**src/rtl/bcd_display_driver_pkg.sv**
```systemverilog
// Shared definitions for the BCD display path: digit width, segment patterns and scan states.
// Segment vectors are ordered a..g with bit 0 = segment a.
package bcd_display_driver_pkg;

  localparam int unsigned DigitW = 4;
  localparam int unsigned SegW   = 7;

  typedef logic [DigitW-1:0] digit_t;
  typedef logic [0:SegW-1]   seg_t;

  localparam seg_t SegDig0 = 7'b1111110;
  localparam seg_t SegDig1 = 7'b0110000;
  localparam seg_t SegDig2 = 7'b1101101;
  localparam seg_t SegDig3 = 7'b1111001;
  localparam seg_t SegDig4 = 7'b0110011;
  localparam seg_t SegDig5 = 7'b1011011;
  localparam seg_t SegDig6 = 7'b1011111;
  localparam seg_t SegDig7 = 7'b1110000;
  localparam seg_t SegDig8 = 7'b1111111;
  localparam seg_t SegDig9 = 7'b1111011;
  localparam seg_t SegErr  = 7'b1001111;
  localparam seg_t SegOff  = 7'b0000000;

  // Scan state encoding
  localparam int unsigned StateW = 3;
  localparam logic [StateW-1:0] StBlank = 3'd0;
  localparam logic [StateW-1:0] StTens  = 3'd1;
  localparam logic [StateW-1:0] StGapT  = 3'd2;
  localparam logic [StateW-1:0] StUnits = 3'd3;
  localparam logic [StateW-1:0] StGapU  = 3'd4;

  function automatic logic is_bcd(input digit_t d);
    return d <= digit_t'(9);
  endfunction

endpackage

```
**src/rtl/bcd_display_driver_if.sv**
```systemverilog
// Capture bus (product + strobe) and the multiplexed display outputs of the BCD display driver.
// The producer/observer side uses master; the driver itself uses slave.
interface bcd_display_driver_if;
  import bcd_display_driver_pkg::*;

  logic [0:7] bcd_in;
  logic       load;
  seg_t       seg;
  logic [0:1] an;
  logic       err;

  modport master (
    output bcd_in,
    output load,
    input  seg,
    input  an,
    input  err
  );

  modport slave (
    input  bcd_in,
    input  load,
    output seg,
    output an,
    output err
  );

endinterface

```
**src/rtl/bcd_display_driver_bcd_to_seven_seg.sv**
```systemverilog
// Combinational 4-bit digit to seven-segment decoder; values 10..15 render as "E".
module bcd_to_seven_seg
  import bcd_display_driver_pkg::*;
(
  input  digit_t digit_i,
  output seg_t   seg_o
);

  always_comb begin
    seg_o = SegErr;
    case (digit_i)
      4'd0:    seg_o = SegDig0;
      4'd1:    seg_o = SegDig1;
      4'd2:    seg_o = SegDig2;
      4'd3:    seg_o = SegDig3;
      4'd4:    seg_o = SegDig4;
      4'd5:    seg_o = SegDig5;
      4'd6:    seg_o = SegDig6;
      4'd7:    seg_o = SegDig7;
      4'd8:    seg_o = SegDig8;
      4'd9:    seg_o = SegDig9;
      default: seg_o = SegErr;
    endcase
  end

endmodule

```
**src/rtl/bcd_display_driver.sv**
```systemverilog
// Holds a two-digit BCD product and scans it onto two multiplexed seven-segment digits,
// with a blanking gap between slots and an error flag for non-BCD digits.
module bcd_display_driver
  import bcd_display_driver_pkg::*;
#(
  parameter int unsigned REFRESH_DIV   = 50000,
  parameter int unsigned GUARD_CYC     = 2,
  parameter bit          BLANK_LEADING = 1'b1,
  parameter bit          ACTIVE_LOW    = 1'b1
) (
  input logic                 clk,
  input logic                 rst,
  bcd_display_driver_if.slave bus
);

  localparam int unsigned MaxCyc = (REFRESH_DIV > GUARD_CYC) ? REFRESH_DIV : GUARD_CYC;
  localparam int unsigned CntW   = (MaxCyc > 1) ? $clog2(MaxCyc) : 1;

  localparam logic [CntW-1:0] RefreshLast = CntW'(REFRESH_DIV - 1);
  // Only compared in gap states, which do not exist when GUARD_CYC is 0
  localparam logic [CntW-1:0] GuardLast   = CntW'((GUARD_CYC == 0) ? 0 : GUARD_CYC - 1);
  localparam bit              HasGap      = (GUARD_CYC != 0);

  localparam seg_t       SegInv = {SegW{ACTIVE_LOW}};
  localparam logic [0:1] AnInv  = {2{ACTIVE_LOW}};

  logic [0:7]        hold_q;
  logic              err_q;
  logic [StateW-1:0] state_q, state_d;
  logic [CntW-1:0]   cnt_q, cnt_d;

  digit_t     tens, units, digit_sel;
  seg_t       seg_dec, seg_d, seg_q;
  logic [0:1] an_d, an_q;
  logic       load_err;

  assign tens  = hold_q[0:3];
  assign units = hold_q[4:7];

  assign load_err = !is_bcd(bus.bcd_in[0:3]) || !is_bcd(bus.bcd_in[4:7]);

  // Scan sequencer: counter restarts on every state change
  always_comb begin
    state_d = state_q;
    cnt_d   = cnt_q + 1'b1;
    case (state_q)
      StBlank: begin
        cnt_d = '0;
        if (bus.load) begin
          state_d = StTens;
        end
      end
      StTens: begin
        if (cnt_q == RefreshLast) begin
          state_d = HasGap ? StGapT : StUnits;
          cnt_d   = '0;
        end
      end
      StGapT: begin
        if (cnt_q == GuardLast) begin
          state_d = StUnits;
          cnt_d   = '0;
        end
      end
      StUnits: begin
        if (cnt_q == RefreshLast) begin
          state_d = HasGap ? StGapU : StTens;
          cnt_d   = '0;
        end
      end
      StGapU: begin
        if (cnt_q == GuardLast) begin
          state_d = StTens;
          cnt_d   = '0;
        end
      end
      default: begin
        state_d = StBlank;
        cnt_d   = '0;
      end
    endcase
  end

  assign digit_sel = (state_q == StTens) ? tens : units;

  bcd_to_seven_seg u_dec (
    .digit_i (digit_sel),
    .seg_o   (seg_dec)
  );

  // Logical (active-high) display image for the current state
  always_comb begin
    seg_d = SegOff;
    an_d  = 2'b00;
    case (state_q)
      StTens: begin
        if (!(BLANK_LEADING && (tens == '0))) begin
          an_d  = 2'b10;
          seg_d = seg_dec;
        end
      end
      StUnits: begin
        an_d  = 2'b01;
        seg_d = seg_dec;
      end
      default: begin
        seg_d = SegOff;
        an_d  = 2'b00;
      end
    endcase
  end

  always_ff @(posedge clk) begin
    if (rst) begin
      state_q <= StBlank;
      cnt_q   <= '0;
    end else begin
      state_q <= state_d;
      cnt_q   <= cnt_d;
    end
  end

  always_ff @(posedge clk) begin
    if (rst) begin
      hold_q <= '0;
      err_q  <= 1'b0;
    end else if (bus.load) begin
      hold_q <= bus.bcd_in;
      err_q  <= load_err;
    end
  end

  // Polarity applied before the register so the pins come straight from flops
  always_ff @(posedge clk) begin
    if (rst) begin
      seg_q <= SegOff ^ SegInv;
      an_q  <= 2'b00 ^ AnInv;
    end else begin
      seg_q <= seg_d ^ SegInv;
      an_q  <= an_d ^ AnInv;
    end
  end

  assign bus.seg = seg_q;
  assign bus.an  = an_q;
  assign bus.err = err_q;

endmodule

```
**src/flat_wrapper.sv**
```systemverilog
// flat-port wrapper written by rule: the top's interface ports become plain ports
module bcd_display_driver_flat import bcd_display_driver_pkg::*;
#(
  parameter int unsigned REFRESH_DIV   = 50000,
  parameter int unsigned GUARD_CYC     = 2,
  parameter bit          BLANK_LEADING = 1'b1,
  parameter bit          ACTIVE_LOW    = 1'b1
)
  (clk, rst, bus_bcd_in, bus_load, bus_seg, bus_an, bus_err);
  bcd_display_driver_if bus_i ();
  input logic clk;
  input logic rst;
  input wire logic [$bits(bus_i.bcd_in)-1:0] bus_bcd_in;
  input wire logic [$bits(bus_i.load)-1:0] bus_load;
  output wire logic [$bits(bus_i.seg)-1:0] bus_seg;
  output wire logic [$bits(bus_i.an)-1:0] bus_an;
  output wire logic [$bits(bus_i.err)-1:0] bus_err;
  assign bus_i.bcd_in = bus_bcd_in;
  assign bus_i.load = bus_load;
  assign bus_seg = bus_i.seg;
  assign bus_an = bus_i.an;
  assign bus_err = bus_i.err;
  bcd_display_driver #(.REFRESH_DIV(REFRESH_DIV), .GUARD_CYC(GUARD_CYC), .BLANK_LEADING(BLANK_LEADING), .ACTIVE_LOW(ACTIVE_LOW)) u_core (.clk(clk), .rst(rst), .bus(bus_i));
endmodule
```
**config.mk**
```make
export PLATFORM = sky130hd
export DESIGN_NAME = bcd_display_driver_flat
export DESIGN_NICKNAME = d
export VERILOG_FILES = /design/src/rtl/bcd_display_driver_pkg.sv /design/src/rtl/bcd_display_driver_if.sv /design/src/rtl/bcd_display_driver_bcd_to_seven_seg.sv /design/src/rtl/bcd_display_driver.sv /design/src/flat_wrapper.sv
export SDC_FILE = /design/constraint.sdc
export NUM_CORES = 1
export LEC_CHECK = 0
export CAP_MARGIN = 20
export CORE_MARGIN = 4
export CORE_UTILIZATION = 29
export DETAILED_ROUTE_END_ITERATION = 16
export SYNTH_ARGS = -nofsm -noshare
export SYNTH_HDL_FRONTEND = slang
export SYNTH_SLANG_ARGS = --single-unit
```
**constraint.sdc**
```tcl
create_clock -name clk -period 2.1 [get_ports clk]
set_input_delay 0.42 -clock clk [delete_from_list [all_inputs] [get_ports clk]]
set_output_delay 0.42 -clock clk [all_outputs]
set_load 0.05 [all_outputs]
```
==> results.txt <==
The chip width was 86.4 um. The tools report the start point of the worst min-delay path as u_core.cnt_q[0]. The top cell types in the final layout, fill and taps aside, are sky130_fd_sc_hd__dfxtp_1, sky130_fd_sc_hd__nor2_1, sky130_fd_sc_hd__clkdlybuf4s50_1, sky130_fd_sc_hd__xnor2_1.

The number of hold buffers added after CTS was 0. The logs give 4.31 ps for the final clock skew and 73 for the starting DRC count in detailed routing. Summing the sequential cell areas from Yosys gives 41.5% of the chip area. The total of max-cap violations was 0.

The longest clock path from root to sink contains 2 buffers. The first TritonRoute pass finished after 4 iterations. For the met3 global-route usage, the log shows 2.28%. Clock tree synthesis selected as its root buffer the cell sky130_fd_sc_hd__clkbuf_8. Counting flops and latches in the post-synthesis netlist gives 37.

For the total number of placement rows, the log shows 28. In this run, post-CTS repair resized a total of 0 instances. Layout filler cell count: 600. Summed over all instances, the cell type with the most area after synthesis is sky130_fd_sc_hd__dfxtp_1. TritonCTS built the clock tree. The initial utilization of the core area, before any placement, comes to 30.0%. Global routing used 16.8% of the available met2 tracks. The growth of design area from synthesis to finish works out to 22.3%. After technology mapping, the gate count stands at 193. Summed over its instances, the top area cell type makes up 41.5% of the synthesized netlist area. Entering global routing, the biggest net connects 17 pins.

The hold violation count in the final report came out at 0. For this run, the number of standard cells in the final layout without fillers is 295. The type of the worst setup path is reg -> out. In this run the static leakage power is 0.000746 uW. The sum of overflow across all layers after global routing was 0; the number of routed nets with antenna violations was 0. The first global-routing pass estimated 6220 um of wire.

The die span in y works out to 86.4 um. The full die area is 7470 um^2. 21 I/O pins were placed. The leading cell type in the layout, fill and taps excluded was sky130_fd_sc_hd__dfxtp_1. Detailed placement ended at an HPWL of 2620 um. The number of buffer and inverter instances along the worst setup path is 1. The later pin in the worst-skew pair is clocked with a latency of 290 ps. Start of the worst register-to-register path: u_core.state_q[2]. After detailed routing, the number of remaining DRC violations is 0. The highest achievable clock rate was 541 MHz.

The tools report the depth of the CTS H-tree as 2. The clock edge transition at the registers on the reported setup and hold paths is 70 ps. The proportion of layout cells with a drive suffix above 1 came out at 14.1%.

The number of clock buffers added by TritonCTS is 5. The core footprint is 5960 um^2. For this run, the number of Yosys warnings is 0. In the final design database the tool counted 234 nets.

The data required time of the critical path is 1680 ps. The met1 track utilization from global routing is 13.0%. Worst min-delay path category: reg -> reg. In this design, the stage delay of the slowest critical-path cell is 800 ps.

Setup repair after global routing left no endpoint under its margin. The run gives 0.774 as the routability congestion estimate from global placement. The count of input and output buffers is 20. The most critical setup path has its startpoint at u_core.bus.err.

Setup violations remaining at the end of the flow were counted as 0. On the final layout, the worst hold slack is 482 ps. At the worst endpoint, the arrival time is 1430 ps. The post-route worst setup slack is 253 ps, and the mean instance size in the synthesized netlist is 9.24 um^2.

For the pin with the worst max-slew slack, the measured transition is 502 ps. Across the VDD grid, the largest voltage drop is 0.000356 V. The launching element type of the critical path is a register. The number of antenna diodes in the final layout is 0. The worst-path maximum fanout is 2. The final clock period utilization by the worst path was 88.0%; the power density over the cells was 661 nW/um^2. In this run the cell area of the synthesized design comes to 1780 um^2. The initial antenna violation count came out at 0. The worst setup path is captured at a primary output.

The largest individual stage delay along the critical path comes from the cell sky130_fd_sc_hd__clkdlybuf4s50_1. Overall global routing resource usage: 10.3%. The routed wire length per instance works out to 11.9 um.

The detailed router placed 1421 vias in this run. The flow ran to the end, and the final reports show no timing, DRC or antenna violations. The logs give 951 um^2 for the area of the multi-input gates and 741 um^2 for the area taken by flip-flops and latches. The final critical-path required period is 1850 ps, and the wire length after detailed routing is 3500 um.

The worst slew margin relative to its limit is 66.4%. The run gives 208 as the synthesized net count. The number of placed instances, taps included was 286.

On the critical path the largest part of the delay comes from buffers and inverters. The most crowded layer after global routing was met2. Counting distinct cell types in the post-synthesis netlist gives 40. Before CTS, the worst setup slack after placement is 3.11 ps. The tools report the post-route setup TNS as 0 ps.

The signal on the critical path passes through clkdlybuf4s50_1. The average via count per standard cell was 4.82; the via count of the first global-routing pass was 1365. The final count of pins violating max slew is 0. The tree built by TritonCTS fans out to 37 sinks. Sorting the synthesized cells by area gives the leading types as sky130_fd_sc_hd__dfxtp_1, sky130_fd_sc_hd__xnor2_1, sky130_fd_sc_hd__mux2i_1.
## final cells by class
cell class,count,share of cell area (%)
repair buffers,29,12.8
inverters,9,1.55
clock buffers,6,3.33
well taps,75,4.30
flip-flops and latches,37,33.9
multi-input cells,137,43.6
clock inverters,2,0.459
## per-stage QoR
step	total power (uW)	cell area [um^2]	util [%]
2_1_floorplan	907	1780	-
3_3_place_gp	977	2080	34.9
3_5_place_dp	977	2080	34.9
4_1_cts	1460	2160	36.3
5_1_grt	1520	2180	36.6
6_report	1440	2180	36.6
## state kept, by name (all words and copies together), names as in the netlist
register	count
u_core.cnt_q	16
u_core.hold_q	8
u_core.bus.seg	7
u_core.state_q	3
u_core.bus.an	2
u_core.bus.err	1
## power breakdown
group | internal (uW) | switching, uW | total, uW
clock network | 230 | 246 | 476
registers | 726 | 21.8 | 748
logic | 98.9 | 121 | 220
## path summary, 6_finish.rpt
kind	depth (start not counted)	to	slack [ps]
hold reg to reg	1	u_core.cnt_q[0]	480
setup reg to reg	5	u_core.bus.seg[2]	280
setup / recovery	1	bus_err	250
hold / removal	1	u_core.cnt_q[0]	480
## repair_timing
action                                  4_1_cts  5_1_grt
setup buffers                                 0        1
endpoints found under the setup margin        0       16
endpoints found under the hold margin         0        0
## cell usage after synthesis (all sizes together)
| cell | instances |
|---|---|
| dfxtp | 37 |
| nor2 | 30 |
| xnor2 | 14 |
| mux2i | 11 |
| o21ai | 11 |
| inv | 9 |
| nor3 | 9 |
| nand3 | 8 |
| nor4 | 8 |
| buf | 6 |
| nand2 | 6 |
| nand4 | 6 |
| clkbuf | 4 |
| ha | 4 |
| nand3b | 3 |
| o211ai | 3 |
| xor2 | 3 |
| and4 | 2 |
| nor3b | 2 |
| nor4b | 2 |
| o311ai | 2 |
| a2111oi | 1 |
| a211o | 1 |
| a211oi | 1 |
| a22o | 1 |
| a22oi | 1 |
| a311oi | 1 |
| and3 | 1 |
| mux2 | 1 |
| nand2b | 1 |
| o21a | 1 |
| o41ai | 1 |
| or3 | 1 |
| or4 | 1 |
## kinds of logic (layout without fill, tap and decap cells)
| kind of cell | count (synthesis) | count (layout) | share of synthesized area, % |
|---|---|---|---|
| xor gates and xnor gates | 17 | 17 | 8.35 |
| buffers and inverters | 19 | 46 | 5.19 |
| AOI/OAI and AO/OA | 24 | 24 | 9.33 |
| muxes | 12 | 12 | 6.80 |
| and+or+nand+nor | 80 | 80 | 26.0 |
| adders and majority gates | 4 | 4 | 2.81 |
| DFF | 37 | 37 | 41.5 |
## layer usage
metal / vias up / wire, um
met1: 640 / 1670
met5: - / 0
met3: 7 / 150
met2: 38 / 1600
met4: 0 / 78
li1: 736 / -
Note: power is estimated with default switching activity, not from simulation.
